--- src/rtl/emulador_hcsr04.sv ---
// emulador_hcsr04: responder end of an HC-SR04 trigger/echo link.
// Validates the trigger width, waits a fixed burst delay, then drives a
// registered echo pulse whose width is distance * CICLOS_POR_CM cycles.
// Echo and ocupado are registered one edge behind the state register, so
// echo rises one edge after ECO is entered and ocupado falls one edge
// after the state returns to OCIOSO.
module emulador_hcsr04 #(
  parameter int CICLOS_TRIG_MIN = 500,
  parameter int CICLOS_ATRASO   = 10000,
  parameter int CICLOS_POR_CM   = 2941,
  parameter int DIST_MAX        = 400,
  parameter int CICLOS_HOLDOFF  = 50000
) (
  input  logic       clock,
  input  logic       reset,
  input  logic       trigger,
  input  logic [8:0] distancia,
  input  logic       sem_eco,
  output logic       echo,
  output logic       ocupado,
  output logic [2:0] db_estado
);

  typedef enum logic [2:0] {
    OCIOSO    = 3'd0,
    MEDE_TRIG = 3'd1,
    ATRASO    = 3'd2,
    ECO       = 3'd3,
    HOLDOFF   = 3'd4
  } estado_t;

  // Terminal counts; timers count from 0 up to N-1 so each phase lasts N edges.
  localparam logic [15:0] TRIG_MIN_W  = 16'(CICLOS_TRIG_MIN);
  localparam logic [15:0] ATRASO_FIM  = 16'(CICLOS_ATRASO - 1);
  localparam logic [15:0] HOLDOFF_FIM = 16'(CICLOS_HOLDOFF - 1);
  localparam logic [11:0] POR_CM_FIM  = 12'(CICLOS_POR_CM - 1);
  localparam logic [8:0]  DIST_MAX_W  = 9'(DIST_MAX);

  estado_t     estado_q, estado_d;
  logic [15:0] trig_cnt_q, trig_cnt_d;  // trigger high-time, saturating
  logic [15:0] tmr_q, tmr_d;            // shared ATRASO / HOLDOFF timer
  logic [11:0] sub_q, sub_d;            // cycles within the current cm
  logic [8:0]  cm_q, cm_d;              // completed cm of echo
  logic [8:0]  dist_q, dist_d;          // distance latched at trigger fall
  logic        sem_eco_q, sem_eco_d;    // echo suppression latched at trigger fall
  logic        trig_prev_q, trig_prev_d;
  logic        echo_q, echo_d;
  logic        ocupado_q, ocupado_d;

  // State register and all counters; synchronous active-high reset.
  always_ff @(posedge clock) begin
    if (reset) begin
      estado_q    <= OCIOSO;
      trig_cnt_q  <= '0;
      tmr_q       <= '0;
      sub_q       <= '0;
      cm_q        <= '0;
      dist_q      <= '0;
      sem_eco_q   <= 1'b0;
      trig_prev_q <= 1'b0;
      echo_q      <= 1'b0;
      ocupado_q   <= 1'b0;
    end else begin
      estado_q    <= estado_d;
      trig_cnt_q  <= trig_cnt_d;
      tmr_q       <= tmr_d;
      sub_q       <= sub_d;
      cm_q        <= cm_d;
      dist_q      <= dist_d;
      sem_eco_q   <= sem_eco_d;
      trig_prev_q <= trig_prev_d;
      echo_q      <= echo_d;
      ocupado_q   <= ocupado_d;
    end
  end

  // Next-state, counter updates and registered-output inputs.
  always_comb begin
    estado_d    = estado_q;
    trig_cnt_d  = trig_cnt_q;
    tmr_d       = tmr_q;
    sub_d       = sub_q;
    cm_d        = cm_q;
    dist_d      = dist_q;
    sem_eco_d   = sem_eco_q;
    trig_prev_d = trigger;

    case (estado_q)
      OCIOSO: begin
        // Rising edge only: a trigger held high through HOLDOFF exit must
        // drop and rise again before it starts a new measurement.
        if (trigger && !trig_prev_q) begin
          estado_d   = MEDE_TRIG;
          trig_cnt_d = 16'd1;
        end
      end

      MEDE_TRIG: begin
        if (trigger) begin
          if (trig_cnt_q != 16'hFFFF) trig_cnt_d = trig_cnt_q + 16'd1;
        end else begin
          trig_cnt_d = '0;
          if (trig_cnt_q >= TRIG_MIN_W) begin
            dist_d    = distancia;
            sem_eco_d = sem_eco;
            tmr_d     = '0;
            estado_d  = ATRASO;
          end else begin
            estado_d = OCIOSO;
          end
        end
      end

      ATRASO: begin
        if (tmr_q == ATRASO_FIM) begin
          tmr_d = '0;
          if (sem_eco_q || (dist_q == 9'd0) || (dist_q > DIST_MAX_W)) begin
            estado_d = HOLDOFF;
          end else begin
            sub_d    = '0;
            cm_d     = '0;
            estado_d = ECO;
          end
        end else begin
          tmr_d = tmr_q + 16'd1;
        end
      end

      ECO: begin
        if (sub_q == POR_CM_FIM) begin
          sub_d = '0;
          if (cm_q == dist_q - 9'd1) begin
            cm_d     = '0;
            tmr_d    = '0;
            estado_d = HOLDOFF;
          end else begin
            cm_d = cm_q + 9'd1;
          end
        end else begin
          sub_d = sub_q + 12'd1;
        end
      end

      HOLDOFF: begin
        if (tmr_q == HOLDOFF_FIM) begin
          tmr_d    = '0;
          estado_d = OCIOSO;
        end else begin
          tmr_d = tmr_q + 16'd1;
        end
      end

      default: begin
        // Illegal encoding: drop back to idle with clean counters.
        estado_d   = OCIOSO;
        trig_cnt_d = '0;
        tmr_d      = '0;
        sub_d      = '0;
        cm_d       = '0;
      end
    endcase

    echo_d    = (estado_q == ECO);
    // Rises on MEDE_TRIG entry, falls one edge after OCIOSO is reached,
    // keeping the echo-fall to ocupado-fall gap equal to the holdoff.
    ocupado_d = (estado_q != OCIOSO) || (estado_d != OCIOSO);
  end

  // Debug state code; anything outside the defined states reads as 7.
  always_comb begin
    case (estado_q)
      OCIOSO, MEDE_TRIG, ATRASO, ECO, HOLDOFF: db_estado = estado_q;
      default:                                 db_estado = 3'd7;
    endcase
  end

  assign echo    = echo_q;
  assign ocupado = ocupado_q;

endmodule

--- config.mk ---
export PLATFORM = sky130hd
export DESIGN_NAME = emulador_hcsr04
export DESIGN_NICKNAME = d
export VERILOG_FILES = /design/src/rtl/emulador_hcsr04.sv
export SDC_FILE = /design/constraint.sdc
export NUM_CORES = 1
export LEC_CHECK = 0
export ABC_CLOCK_PERIOD_IN_PS = 3300
export CORE_AREA = 2 2 84 86
export CTS_BUF_LIST = sky130_fd_sc_hd__clkbuf_16
export CTS_CLUSTER_SIZE = 16
export DETAILED_ROUTE_END_ITERATION = 7
export DIE_AREA = 0 0 86 88
export PLACE_DENSITY = 0.85
export SYNTH_ARGS = -nofsm -noshare
export SYNTH_HDL_FRONTEND = slang
export SYNTH_SLANG_ARGS = --single-unit
--- constraint.sdc ---
create_clock -name clock -period 3.3 [get_ports clock]
set_input_delay 0.825 -clock clock [delete_from_list [all_inputs] [get_ports clock]]
set_output_delay 0.825 -clock clock [all_outputs]
set_load 0.03 [all_outputs]
==> run_summary.xml <==
<?xml version="1.0" encoding="UTF-8"?>
<metrics>
  <group name="cells_and_area">
    <metric name="final_layout_size_suffix_gt1_frac" unit="">0.0577</metric>
    <metric name="finished_core_util" unit="">0.656</metric>
    <metric name="synthToLayoutAreaGrowth" unit="%">13.5</metric>
    <metric name="antenna_cells_inserted" unit="">0</metric>
    <metric name="final_nets" unit="">518</metric>
  </group>
  <group name="setup_path">
    <metric name="critPathMaxFanout" unit="">16</metric>
    <metric name="worstSetupStartpointType" unit="">flip-flop</metric>
    <metric name="worstPathRequired" unit="ns">2.47</metric>
    <metric name="crit_arrival" unit="ns">1.96</metric>
    <metric name="worst_setup_path_end_kind" unit="">output pin</metric>
    <metric name="critical_path_class" unit="">flip-flop to output pin</metric>
    <metric name="r2r.worst_path.cells" unit="">9</metric>
  </group>
  <group name="clock_network">
    <metric name="cts_inserted_buffers" unit="">9</metric>
    <metric name="postCtsSetupRepairBufs" unit="">0</metric>
    <metric name="cts_sinks" unit="">69</metric>
    <metric name="cts_resized" unit="">0</metric>
    <metric name="cts_htree_levels" unit="">3</metric>
    <metric name="clockBufferDepth" unit="">2</metric>
    <metric name="clk_latency" unit="ns">0.33</metric>
    <metric name="cts.hold.buffers_added" unit="">0</metric>
    <metric name="tritoncts_clock_tree" unit="">done</metric>
    <metric name="clock_tree.root_cell" unit="">clkbuf_16</metric>
    <metric name="clk_transition_reported_paths" unit="ns">0.05</metric>
  </group>
  <group name="placement">
    <metric name="port-buffer-count" unit="">17</metric>
    <metric name="routability_driven_placement_congestion_ratio" unit="">0.870</metric>
    <metric name="dp_hpwl" unit="µm">5970</metric>
  </group>
  <group name="flow_run">
    <metric name="drv_cap" unit="">0</metric>
  </group>
  <group name="floorplanning">
    <metric name="start_util" unit="">0.578</metric>
    <metric name="fp.dieArea" unit="µm²">7570</metric>
    <metric name="floorplan.core_area" unit="µm²">6640</metric>
    <metric name="row_cnt" unit="">30</metric>
    <metric name="io-pin-count" unit="">18</metric>
    <metric name="die_x" unit="µm">86</metric>
    <metric name="dieHeight" unit="µm">88</metric>
  </group>
  <group name="grt">
    <metric name="grt.overflow.total" unit="">0</metric>
    <metric name="grt_usage" unit="">0.254</metric>
    <metric name="antenna_found_initial" unit="">0</metric>
    <metric name="grt_first_pass_wirelength" unit="µm">15500</metric>
    <metric name="first_global_vias" unit="">3395</metric>
    <metric name="grt_start_max_net_pins" unit="">39</metric>
  </group>
  <group name="timing">
    <metric name="finalMaxSlewViolations" unit="">0</metric>
    <metric name="setup-tns-final" unit="ns">0</metric>
    <metric name="skew" unit="ns">0.00550</metric>
    <metric name="max_slew_margin" unit="">0.505</metric>
    <metric name="hold_viol_final" unit="">0</metric>
    <metric name="period_minus_slack" unit="ns">2.79</metric>
    <metric name="grt_setup_unrepaired" unit="">false</metric>
    <metric name="timing.final.crit_share" unit="">0.845</metric>
    <metric name="setup_viol" unit="">0</metric>
    <metric name="clock.fmax" unit="GHz">0.359</metric>
    <metric name="timing_worst_slew_pin_value" unit="ns">0.741</metric>
  </group>
  <group name="route">
    <metric name="route.antenna.remaining_nets" unit="">0</metric>
    <metric name="routed_wire_length_per_instance" unit="µm">15.5</metric>
    <metric name="via_per_instance_ratio" unit="">6.18</metric>
    <metric name="drt_iter0_drc" unit="">219</metric>
    <metric name="dr.pass1.iters" unit="">5</metric>
    <metric name="drc_errors" unit="">0</metric>
    <metric name="dr_total_vias" unit="">3604</metric>
    <metric name="wirelength" unit="µm">9020</metric>
  </group>
  <group name="synth">
    <metric name="yosys.cell_types.count" unit="">52</metric>
    <metric name="netlist_instances" unit="">487</metric>
    <metric name="ys_warn_count" unit="">0</metric>
    <metric name="synth.net_count" unit="">507</metric>
    <metric name="postSynthRegisterBits" unit="">69</metric>
    <metric name="ys_seq_area_frac" unit="">0.360</metric>
    <metric name="dominantRegCellSynth" unit="">dfxtp_1</metric>
    <metric name="synth_enable_flop_cells" unit="">0</metric>
    <metric name="syn-mean-instance-area" unit="µm²">7.88</metric>
    <metric name="post_synth_design_cell_area" unit="µm²">3840</metric>
    <metric name="synthArstFlopShare" unit="">0</metric>
  </group>
  <group name="status">
    <metric name="status" unit="">completed</metric>
  </group>
  <group name="power">
    <metric name="seq_power_share" unit="">0.436</metric>
    <metric name="switching_share" unit="">0.215</metric>
    <metric name="clock_power_share" unit="">0.535</metric>
    <metric name="pwr_density_cell" unit="nW/µm²">444</metric>
    <metric name="power.internal" unit="mW">1.52</metric>
    <metric name="ir_worst_vdd" unit="V">0.000284</metric>
    <metric name="total_switching_power" unit="mW">0.415</metric>
    <metric name="combPwrFrac" unit="">0.029</metric>
    <metric name="leakagePower" unit="nW">1.59</metric>
  </group>
  <group name="hold_path">
    <metric name="min-delay-path-class" unit="">flip-flop to flip-flop</metric>
    <metric name="holdPathStages" unit="">2</metric>
  </group>
</metrics>
## layer usage
layer / GRT usage / routed length, µm
met2: 0.431 / 4440
met3: 0.0452 / 460
met1: 0.320 / 3970
met4: 0.107 / 157
met5: 0 / 0
## metrics by stage
step / setup WS, ns / instance area (µm²) / hold WS [ns] / instances / power (mW)
detailed placement: 0.410 / 4040 / 0.500 / 567 / 0.917
floorplan: 1.05 / 3840 / 0.464 / 487 / 0.891
global placement: 0.469 / 4040 / 0.486 / 567 / 0.915
global route: 0.361 / 4360 / 0.546 / 583 / 1.98
finish: 0.513 / 4360 / 0.512 / 583 / 1.93
CTS: 0.531 / 4360 / 0.510 / 583 / 1.93
## critical path, cell delays in order, from the launching register on
cell             delay [ns]
dfxtp_1                0.68
nand2_1                0.10
nand2_1                0.16
clkdlybuf4s50_1        0.69
## layout by cell type, fill, tap and decap left out, drive strengths merged, types with 17 or more instances in the layout
| master | Yosys | layout |
|---|---|---|
| nor2 | 70 | 70 |
| dfxtp | 69 | 69 |
| nand2 | 41 | 41 |
| nand3 | 32 | 32 |
| a21oi | 31 | 31 |
| inv | 19 | 20 |
| nor3 | 20 | 20 |
| xnor2 | 19 | 19 |
| clkdlybuf4s50 | 0 | 17 |
| o21ai | 17 | 17 |
## synth_stat cells (2+ instances only)
master	count	area, µm²
and3_1	15	93.8
nor3b_2	2	25.0
nand2_1	40	150
and2_1	4	25.0
nand2b_1	7	43.8
buf_1	2	7.51
nor3_1	20	100
clkbuf_1	13	48.8
and4_1	4	35.0
a21o_1	2	15.0
buf_2	2	10.0
a31oi_1	12	75.1
o22ai_1	4	25.0
ha_1	7	87.6
nor2_1	70	263
buf_4	2	15.0
a311oi_1	4	35.0
nand4_1	15	93.8
nor3b_1	3	22.5
o21ai_0	16	80.1
or3_1	8	50.1
nand3_1	32	160
inv_1	19	71.3
xor2_1	13	114
dfxtp_1	69	1380
a211oi_1	13	97.6
nor4_1	3	18.8
o21a_1	5	37.5
mux2i_1	10	100
a21oi_1	31	155
xnor2_1	19	166
## kinds of logic after synthesis
family / share of synthesized area
AND/OR/NAND/NOR: 0.314
flip-flops: 0.360
buffers and inverters: 0.0427
AO/OA/AOI/OAI: 0.162
adder cells (fa/ha/maj): 0.0228
XOR/XNOR: 0.0730
multiplexers: 0.0261
## sequential cells by signal, summed over array words and instances, names as in the netlist
register and cells:
tmr_q 16, trig_cnt_q 16, sub_q 12, cm_q 9, dist_q 9, estado_q 3, echo 1, ocupado 1
sem_eco_q 1, trig_prev_q 1
## power by group through the flow
stage | clock network [mW] | logic [mW] | registers, mW
floorplan | 0 | 0.0315 | 0.860
global placement | 0 | 0.0542 | 0.861
detailed placement | 0 | 0.0557 | 0.861
CTS | 1.03 | 0.0556 | 0.843
global route | 1.08 | 0.0610 | 0.843
finish | 1.04 | 0.0560 | 0.843
## worst paths after layout
kind | from | slack (ns) | endpoint
worst max-delay path | estado_q[0] | 0.51 | db_estado[1]
worst min-delay path | cm_q[1] | 0.51 | cm_q[1]
worst max register to register | dist_q[0] | 0.53 | tmr_q[10]
worst min register to register | cm_q[1] | 0.51 | cm_q[1]
## layout make-up
type | instances | area (µm²)
clock buffer | 9 | 225
clock inverter | 7 | 91.3
fill | 568 | 2290
inverter | 19 | 71.3
multi-input combinational | 379 | 2290
sequential | 69 | 1380
tap | 80 | 100
timing repair buffer | 20 | 193
(Power assumes the default switching activity.)
